==> config.mk <==
export PLATFORM = sky130hd
export DESIGN_NAME = matrix_storage_loader
export DESIGN_NICKNAME = d
export VERILOG_FILES = /design/src/rtl/matrix_loader_pkg.sv /design/src/rtl/matrix_storage_loader_row_packer.sv /design/src/rtl/matrix_storage_loader.sv
export SDC_FILE = /design/constraint.sdc
export NUM_CORES = 1
export LEC_CHECK = 0
export BUFFER_PORTS_ARGS = -buffer_cell sky130_fd_sc_hd__buf_2
export CAP_MARGIN = 20
export CORE_ASPECT_RATIO = 1.2
export CORE_MARGIN = 2
export CORE_UTILIZATION = 55
export CTS_BUF_LIST = sky130_fd_sc_hd__clkbuf_4 sky130_fd_sc_hd__clkbuf_8 sky130_fd_sc_hd__clkbuf_16
export CTS_CLUSTER_SIZE = 10
export DETAILED_ROUTE_END_ITERATION = 10
export HOLD_SLACK_MARGIN = 0.02
export MAX_ROUTING_LAYER = met4
export PLACE_DENSITY = 0.87
export SLEW_MARGIN = 25
export SYNTH_ARGS = -nofsm -noshare
export SYNTH_HDL_FRONTEND = slang
export SYNTH_HIERARCHICAL = 1
export SYNTH_SLANG_ARGS = --single-unit
==> constraint.sdc <==
create_clock -name clk_clk -period 3.05 [get_ports clk_clk]
set_input_delay 0.61 -clock clk_clk [delete_from_list [all_inputs] [get_ports clk_clk]]
set_output_delay 0.61 -clock clk_clk [all_outputs]
set_load 0.01 [all_outputs]
==> src/rtl/matrix_loader_pkg.sv <==
// Shared types, default widths and helpers for the matrix storage loader.
package matrix_loader_pkg;

    localparam int ELEM_W_DEF = 16;
    localparam int IDX_W_DEF  = 32;

    typedef enum logic [1:0] {
        ST_IDLE  = 2'd0,
        ST_PACK  = 2'd1,
        ST_WRITE = 2'd2,
        ST_DONE  = 2'd3
    } loader_state_e;

    // Select width that stays at least one bit wide for single-entry ranges.
    function automatic int clog2_min1(input int n);
        return (n <= 1) ? 1 : $clog2(n);
    endfunction

endpackage

==> src/rtl/matrix_storage_loader_row_packer.sv <==
// Packs a stream of elements into one row word, first element in the MS slice.
module row_packer
    import matrix_loader_pkg::*;
#(
    parameter int ELEM_W        = ELEM_W_DEF,
    parameter int ELEMS_PER_ROW = 3
) (
    input  logic                              clk,
    input  logic                              srst,
    input  logic                              push,
    input  logic [ELEM_W-1:0]                 push_data,
    input  logic                              take,
    output logic                              row_last,
    output logic                              row_full,
    output logic [ELEM_W*ELEMS_PER_ROW-1:0]   row_data
);

    localparam int ROW_W = ELEM_W * ELEMS_PER_ROW;
    localparam int CNT_W = clog2_min1(ELEMS_PER_ROW + 1);

    logic [CNT_W-1:0] count_q, count_d;
    logic [ROW_W-1:0] shift_q, shift_d;

    assign row_last = (count_q == CNT_W'(ELEMS_PER_ROW - 1));
    assign row_full = (count_q == CNT_W'(ELEMS_PER_ROW));
    assign row_data = shift_q;

    always_comb begin
        count_d = count_q;
        shift_d = shift_q;
        if (take) begin
            count_d = '0;
            shift_d = '0;
        end else if (push && !row_full) begin
            count_d = count_q + 1'b1;
            // Shifting left walks earlier elements toward the MS end.
            shift_d = (shift_q << ELEM_W) | ROW_W'(push_data);
        end
    end

    always_ff @(posedge clk) begin
        if (srst) begin
            count_q <= '0;
            shift_q <= '0;
        end else begin
            count_q <= count_d;
            shift_q <= shift_d;
        end
    end

endmodule

==> src/rtl/matrix_storage_loader.sv <==
// Streams elements into row-addressed matrix storages, one packed row per write strobe.
// Optional running XOR of written rows is enabled by defining LOADER_CHECKSUM_EN.
module matrix_storage_loader
    import matrix_loader_pkg::*;
#(
    parameter int ELEM_W         = ELEM_W_DEF,
    parameter int ELEMS_PER_ROW  = 3,
    parameter int NUM_CH         = 3,
    parameter int IDX_W          = IDX_W_DEF,
    parameter int ROWS_PER_LAYER = 16
) (
    input  logic                               clk_clk,
    input  logic                               reset_reset,
    input  logic                               cmd_valid,
    output logic                               cmd_ready,
    input  logic [clog2_min1(NUM_CH)-1:0]      cmd_channel,
    input  logic [IDX_W-1:0]                   cmd_layer,
    input  logic [IDX_W-1:0]                   cmd_row,
    input  logic [IDX_W-1:0]                   cmd_row_count,
    input  logic                               in_valid,
    output logic                               in_ready,
    input  logic [ELEM_W-1:0]                  in_data,
    output logic [NUM_CH-1:0]                  wr_is_write,
    output logic [ELEM_W*ELEMS_PER_ROW-1:0]    wr_data,
    output logic [IDX_W-1:0]                   wr_layer_index,
    output logic [IDX_W-1:0]                   wr_row_index,
    output logic                               busy,
    output logic                               done,
    output logic                               cmd_error,
    output logic [ELEM_W*ELEMS_PER_ROW-1:0]    checksum
);

    localparam int ROW_W = ELEM_W * ELEMS_PER_ROW;
    localparam int CH_W  = clog2_min1(NUM_CH);

    loader_state_e    state_q, state_d;
    logic [CH_W-1:0]  channel_q, channel_d;
    logic [IDX_W-1:0] layer_q, layer_d;
    logic [IDX_W-1:0] row_q, row_d;
    logic [IDX_W-1:0] remaining_q, remaining_d;
    logic [ROW_W-1:0] wr_data_q, wr_data_d;
    logic [IDX_W-1:0] wr_layer_q, wr_layer_d;
    logic [IDX_W-1:0] wr_row_q, wr_row_d;
    logic             cmd_error_q, cmd_error_d;

    logic             cmd_accept;
    logic             cmd_bad;
    logic             elem_accept;
    logic             write_en;
    logic             row_last;
    logic             row_full;
    logic [ROW_W-1:0] packed_row;

    assign cmd_ready   = (state_q == ST_IDLE);
    assign in_ready    = (state_q == ST_PACK);
    assign busy        = (state_q != ST_IDLE);
    assign done        = (state_q == ST_DONE);
    assign write_en    = (state_q == ST_WRITE);
    assign cmd_error   = cmd_error_q;
    assign cmd_accept  = cmd_valid && cmd_ready;
    assign elem_accept = in_valid && in_ready;
    assign cmd_bad     = (int'(cmd_channel) >= NUM_CH)
                      || (cmd_row >= IDX_W'(ROWS_PER_LAYER));

    row_packer #(
        .ELEM_W        (ELEM_W),
        .ELEMS_PER_ROW (ELEMS_PER_ROW)
    ) u_row_packer (
        .clk       (clk_clk),
        .srst      (reset_reset),
        .push      (elem_accept),
        .push_data (in_data),
        .take      (write_en && row_full),
        .row_last  (row_last),
        .row_full  (row_full),
        .row_data  (packed_row)
    );

    always_comb begin
        state_d     = state_q;
        channel_d   = channel_q;
        layer_d     = layer_q;
        row_d       = row_q;
        remaining_d = remaining_q;
        cmd_error_d = 1'b0;

        case (state_q)
            ST_IDLE: begin
                if (cmd_accept) begin
                    if (cmd_bad) begin
                        cmd_error_d = 1'b1;
                    end else if (cmd_row_count == '0) begin
                        state_d = ST_DONE;
                    end else begin
                        channel_d   = cmd_channel;
                        layer_d     = cmd_layer;
                        row_d       = cmd_row;
                        remaining_d = cmd_row_count;
                        state_d     = ST_PACK;
                    end
                end
            end
            ST_PACK: begin
                if (elem_accept && row_last) begin
                    state_d = ST_WRITE;
                end
            end
            ST_WRITE: begin
                remaining_d = remaining_q - 1'b1;
                // Row walk rolls into the next layer; layer wraps silently.
                if (row_q == IDX_W'(ROWS_PER_LAYER - 1)) begin
                    row_d   = '0;
                    layer_d = layer_q + 1'b1;
                end else begin
                    row_d = row_q + 1'b1;
                end
                state_d = (remaining_q == IDX_W'(1)) ? ST_DONE : ST_PACK;
            end
            ST_DONE: begin
                state_d = ST_IDLE;
            end
            default: begin
                state_d = ST_IDLE;
            end
        endcase
    end

    // Write-side fields are live during the strobe and held afterwards.
    always_comb begin
        wr_data_d  = wr_data_q;
        wr_layer_d = wr_layer_q;
        wr_row_d   = wr_row_q;
        if (write_en) begin
            wr_data_d  = packed_row;
            wr_layer_d = layer_q;
            wr_row_d   = row_q;
        end
    end

    assign wr_data        = wr_data_d;
    assign wr_layer_index = wr_layer_d;
    assign wr_row_index   = wr_row_d;

    for (genvar gi = 0; gi < NUM_CH; gi++) begin : g_strobe
        localparam logic [CH_W-1:0] CH_ID = CH_W'(gi);
        assign wr_is_write[gi] = write_en && (channel_q == CH_ID);
    end

    always_ff @(posedge clk_clk) begin
        if (reset_reset) begin
            state_q     <= ST_IDLE;
            channel_q   <= '0;
            layer_q     <= '0;
            row_q       <= '0;
            remaining_q <= '0;
            wr_data_q   <= '0;
            wr_layer_q  <= '0;
            wr_row_q    <= '0;
            cmd_error_q <= 1'b0;
        end else begin
            state_q     <= state_d;
            channel_q   <= channel_d;
            layer_q     <= layer_d;
            row_q       <= row_d;
            remaining_q <= remaining_d;
            wr_data_q   <= wr_data_d;
            wr_layer_q  <= wr_layer_d;
            wr_row_q    <= wr_row_d;
            cmd_error_q <= cmd_error_d;
        end
    end

`ifdef LOADER_CHECKSUM_EN
    logic [ROW_W-1:0] checksum_q, checksum_d;

    always_comb begin
        checksum_d = checksum_q;
        if (cmd_accept) begin
            checksum_d = '0;
        end else if (write_en) begin
            checksum_d = checksum_q ^ wr_data_d;
        end
    end

    always_ff @(posedge clk_clk) begin
        if (reset_reset) begin
            checksum_q <= '0;
        end else begin
            checksum_q <= checksum_d;
        end
    end

    assign checksum = checksum_q;
`else
    assign checksum = '0;
`endif

endmodule

==> impl_results.md <==
- Post-Synthesis Cells: 1720
- Worst setup SP type: flop
- Die height: 171 µm
- Length of the first detailed-routing pass in iterations: 5
- Die X: 143 µm
- Total CTS buffers: 30
- Iter 0 DRT Violations: 954
- Reg-to-reg endpoint: remaining_q[24]
- F_max: 0.343 GHz
- EDFF count, synth: 0
- # DRC: 0
- Pre-CTS WS: -0.163 ns
- First-pass GRT wire length: 61400 µm
- Buf+Inv Stages, Crit Path: 3
- Final core occ: 0.648
- Placer Congestion: 0.976
- Yosys warnings: 6
- Largest area contributor in the netlist: dfxtp_1
- Critical path, cell by cell: inv_2 -> nand2_4 -> buf_6 -> nand2_1 -> o21ai_0 -> buf_2
- Routed Wire Length: 39400 µm
- Clock slew at reported path FFs: 0.06 ns
- Cell Area, Synth: 0.0128 mm²
- Measured slew at the worst slew-check pin: 0.679 ns
- Post-synth top flop: dfxtp_1
- Nets: 2039
- Die area: 0.0245 mm²
- I/O pins: 286
- CTS Hold Bufs: 0
- Core area: 0.0230 mm²
- CP endpoint kind: output port
- Largest net degree at the start of global routing: 116
- Max cap viols: 0
- Stages on the worst setup path: 6
- Min Tclk post-route: 2.91 ns
- Area Growth Syn to Fin: 16.7%
- Async set or reset register ratio after synthesis: 0
- Crit path arrival time: 2.30 ns
- R2r worst-path depth: 6
- Worst skew pair latency: 0.55 ns
- GRT Total Usage: 0.317
- Tcrit/Tclk final: 0.955
- # rows: 61
- Leakage: 0.00636 µW
- DR vias/cell: 5.96
- Delay-heaviest family, CP: buffers and inverters
- Htree depth: 1
- Hold path endpoint: u_row_packer/row_data[12]
- HPWL after detailed placement: 27500 µm
- Slowest CP cell: buf_6
- Initial antenna violation count: 2
- Clk sink count: 263
- HP Start: in_data[12]
- Critical path type: reg2out
- Top cells by area, synth: dfxtp_1 41%, nand2_1 15%, a21oi_1 8.9%
- Yosys cell types: 80
- Top post-synthesis cells by count: 508 x nand2_1, 263 x dfxtp_1, 227 x a21oi_1
- Final Hold Vio Count: 0
- Top cell type's share of synthesized area: 0.412
- Post-synthesis sequential area ratio: 0.412
- Status: completed
- Max FO, Critical Path: 67
- #FFs+latches synth: 263
- Mean Syn Cell Area: 7.42 µm²
- Setup Buffers After CTS: 0
- Max Clock Skew: 0.0133 ns
- Vias in the first global route: 12400
- Root buffer cell: clkbuf_16
- Final WS setup: 0.137 ns
- Pwr/cell area: 463 mW/mm²
- Worst path required time: 2.44 ns
- Initial Util: 0.556
- Post-route ant nets: 0
- CTS tree: yes
- Top-count cell post-synth: nand2_1
- Share of cells above drive strength 1: 0.186
- Hold path depth: 3
- RSZ-0062 raised after global routing: false
- WL/cell: 17.6 µm
- Worst hold path type: in2reg
- Worst VDD drop: 0.455 mV
- Final setup vio count: 0
- R2R Path Start: remaining_q[15]
- Post-cts resize count: 1
- Slew Viols, Final: 0
- R2r setup slk: 0.53 ns
- Max-slew headroom: 0.543
- Via Count: 13300
- CTS max path bufs: 3
- Port bufs: 237
- CP peak stage delay: 0.44 ns
- Gr ovfl total: 0
metrics by stage:
step                      setup TNS (ns)  instance area (µm²)  hold slack (ns)  total power, µW  instances
after floorplan                        0                12900            0.437             3670       1767
after global placement             -1.10                14100            0.445             3760       2198
after detailed placement           -1.43                14100            0.450             3760       2198
after CTS                              0                14900            0.290             6920       2233
after global routing                   0                14900            0.302             7070       2235
final                                  0                14900            0.303             6900       2235
per-layer routing:
| metal | vias up | share of wire | track usage |
|---|---|---|---|
| li1 | 6313 | - | - |
| met1 | 6203 | 0.37 | 0.367 |
| met5 | - | 0 | - |
| met2 | 674 | 0.49 | 0.526 |
| met3 | 131 | 0.094 | 0.0613 |
| met4 | 0 | 0.045 | 0.157 |
flip-flops by register name (all words and copies together), names as in the netlist:
register and flops:
wr_row_q 32, state_q 2, wr_data_q 48, channel_q 2, layer_q 32, u_row_packer/row_data 48, wr_layer_q 32, cmd_error 1
row_q 32, remaining_q 32, u_row_packer/count_q 2
final cells by class:
cell class | count | area, µm²
fillers | 1998 | 8080
inverters | 21 | 78.8
flip-flops and latches | 263 | 5270
diodes | 2 | 5.00
multi-input cells | 1316 | 6740
well taps | 315 | 394
clock inverters | 1 | 30.0
clock buffers | 34 | 798
repair buffers | 283 | 1590
tightest hold or removal path, stage by stage:
cell and delay (ns):
buf_2 0.09, nand2_1 0.04, a21oi_1 0.05
where the power goes:
group | switching [µW] | internal, µW
combinational | 167 | 90.7
clock | 1310 | 1890
sequential | 0.707 | 3440
cells by family (layout without fill, tap and decap cells):
kind of cell,after synthesis,in the layout,share of synthesized area
simple gates,811,811,0.292
mux,6,6,0.00490
fa+ha+maj,6,6,0.00588
buf+inv,188,339,0.0764
xor+xnor,3,3,0.00206
flops,263,263,0.412
compound gates,442,442,0.206
other cells,1,50,0.000294
how the worst max path moves through the flow:
stage | slack [ns] | endpoint | start
finish | 0.14 | wr_layer_index[26] | state_q[0]
global route | 0.04 | wr_layer_index[30] | state_q[0]
CTS | 0.16 | wr_layer_index[26] | state_q[0]
detailed placement | -0.16 | layer_q[17] | cmd_row_count[30]
global placement | -0.11 | layer_q[10] | cmd_row_count[30]
floorplan | 0.70 | remaining_q[2] | cmd_row[30]
placed cells by master, fill, tap and decap left out, types with 4 or more instances in the layout:
| cell | count |
|---|---|
| nand2_1 | 507 |
| dfxtp_1 | 263 |
| buf_2 | 236 |
| a21oi_1 | 227 |
| nor2_1 | 71 |
| nand3_1 | 48 |
| conb_1 | 48 |
| o21ai_0 | 47 |
| buf_4 | 42 |
| nor4_1 | 38 |
| clkbuf_16 | 31 |
| nor3_1 | 30 |
| nand4_1 | 25 |
| a31oi_1 | 24 |
| o31ai_1 | 22 |
| o21ai_1 | 22 |
| inv_1 | 20 |
| and3_1 | 13 |
| a22oi_1 | 13 |
| and2_1 | 11 |
| o22ai_1 | 11 |
| o41ai_1 | 9 |
| o311ai_1 | 9 |
| or4_1 | 8 |
| or3_1 | 7 |
| and4_1 | 7 |
| o211ai_1 | 7 |
| ha_1 | 6 |
| nor4_4 | 5 |
| a32o_1 | 5 |
| nor3b_1 | 4 |
| nand4_2 | 4 |
| o32ai_1 | 4 |
| mux2i_1 | 4 |
| nand2b_1 | 4 |
| a311oi_1 | 4 |
| a211oi_1 | 4 |
| buf_12 | 4 |
(Power assumes the default switching activity.)
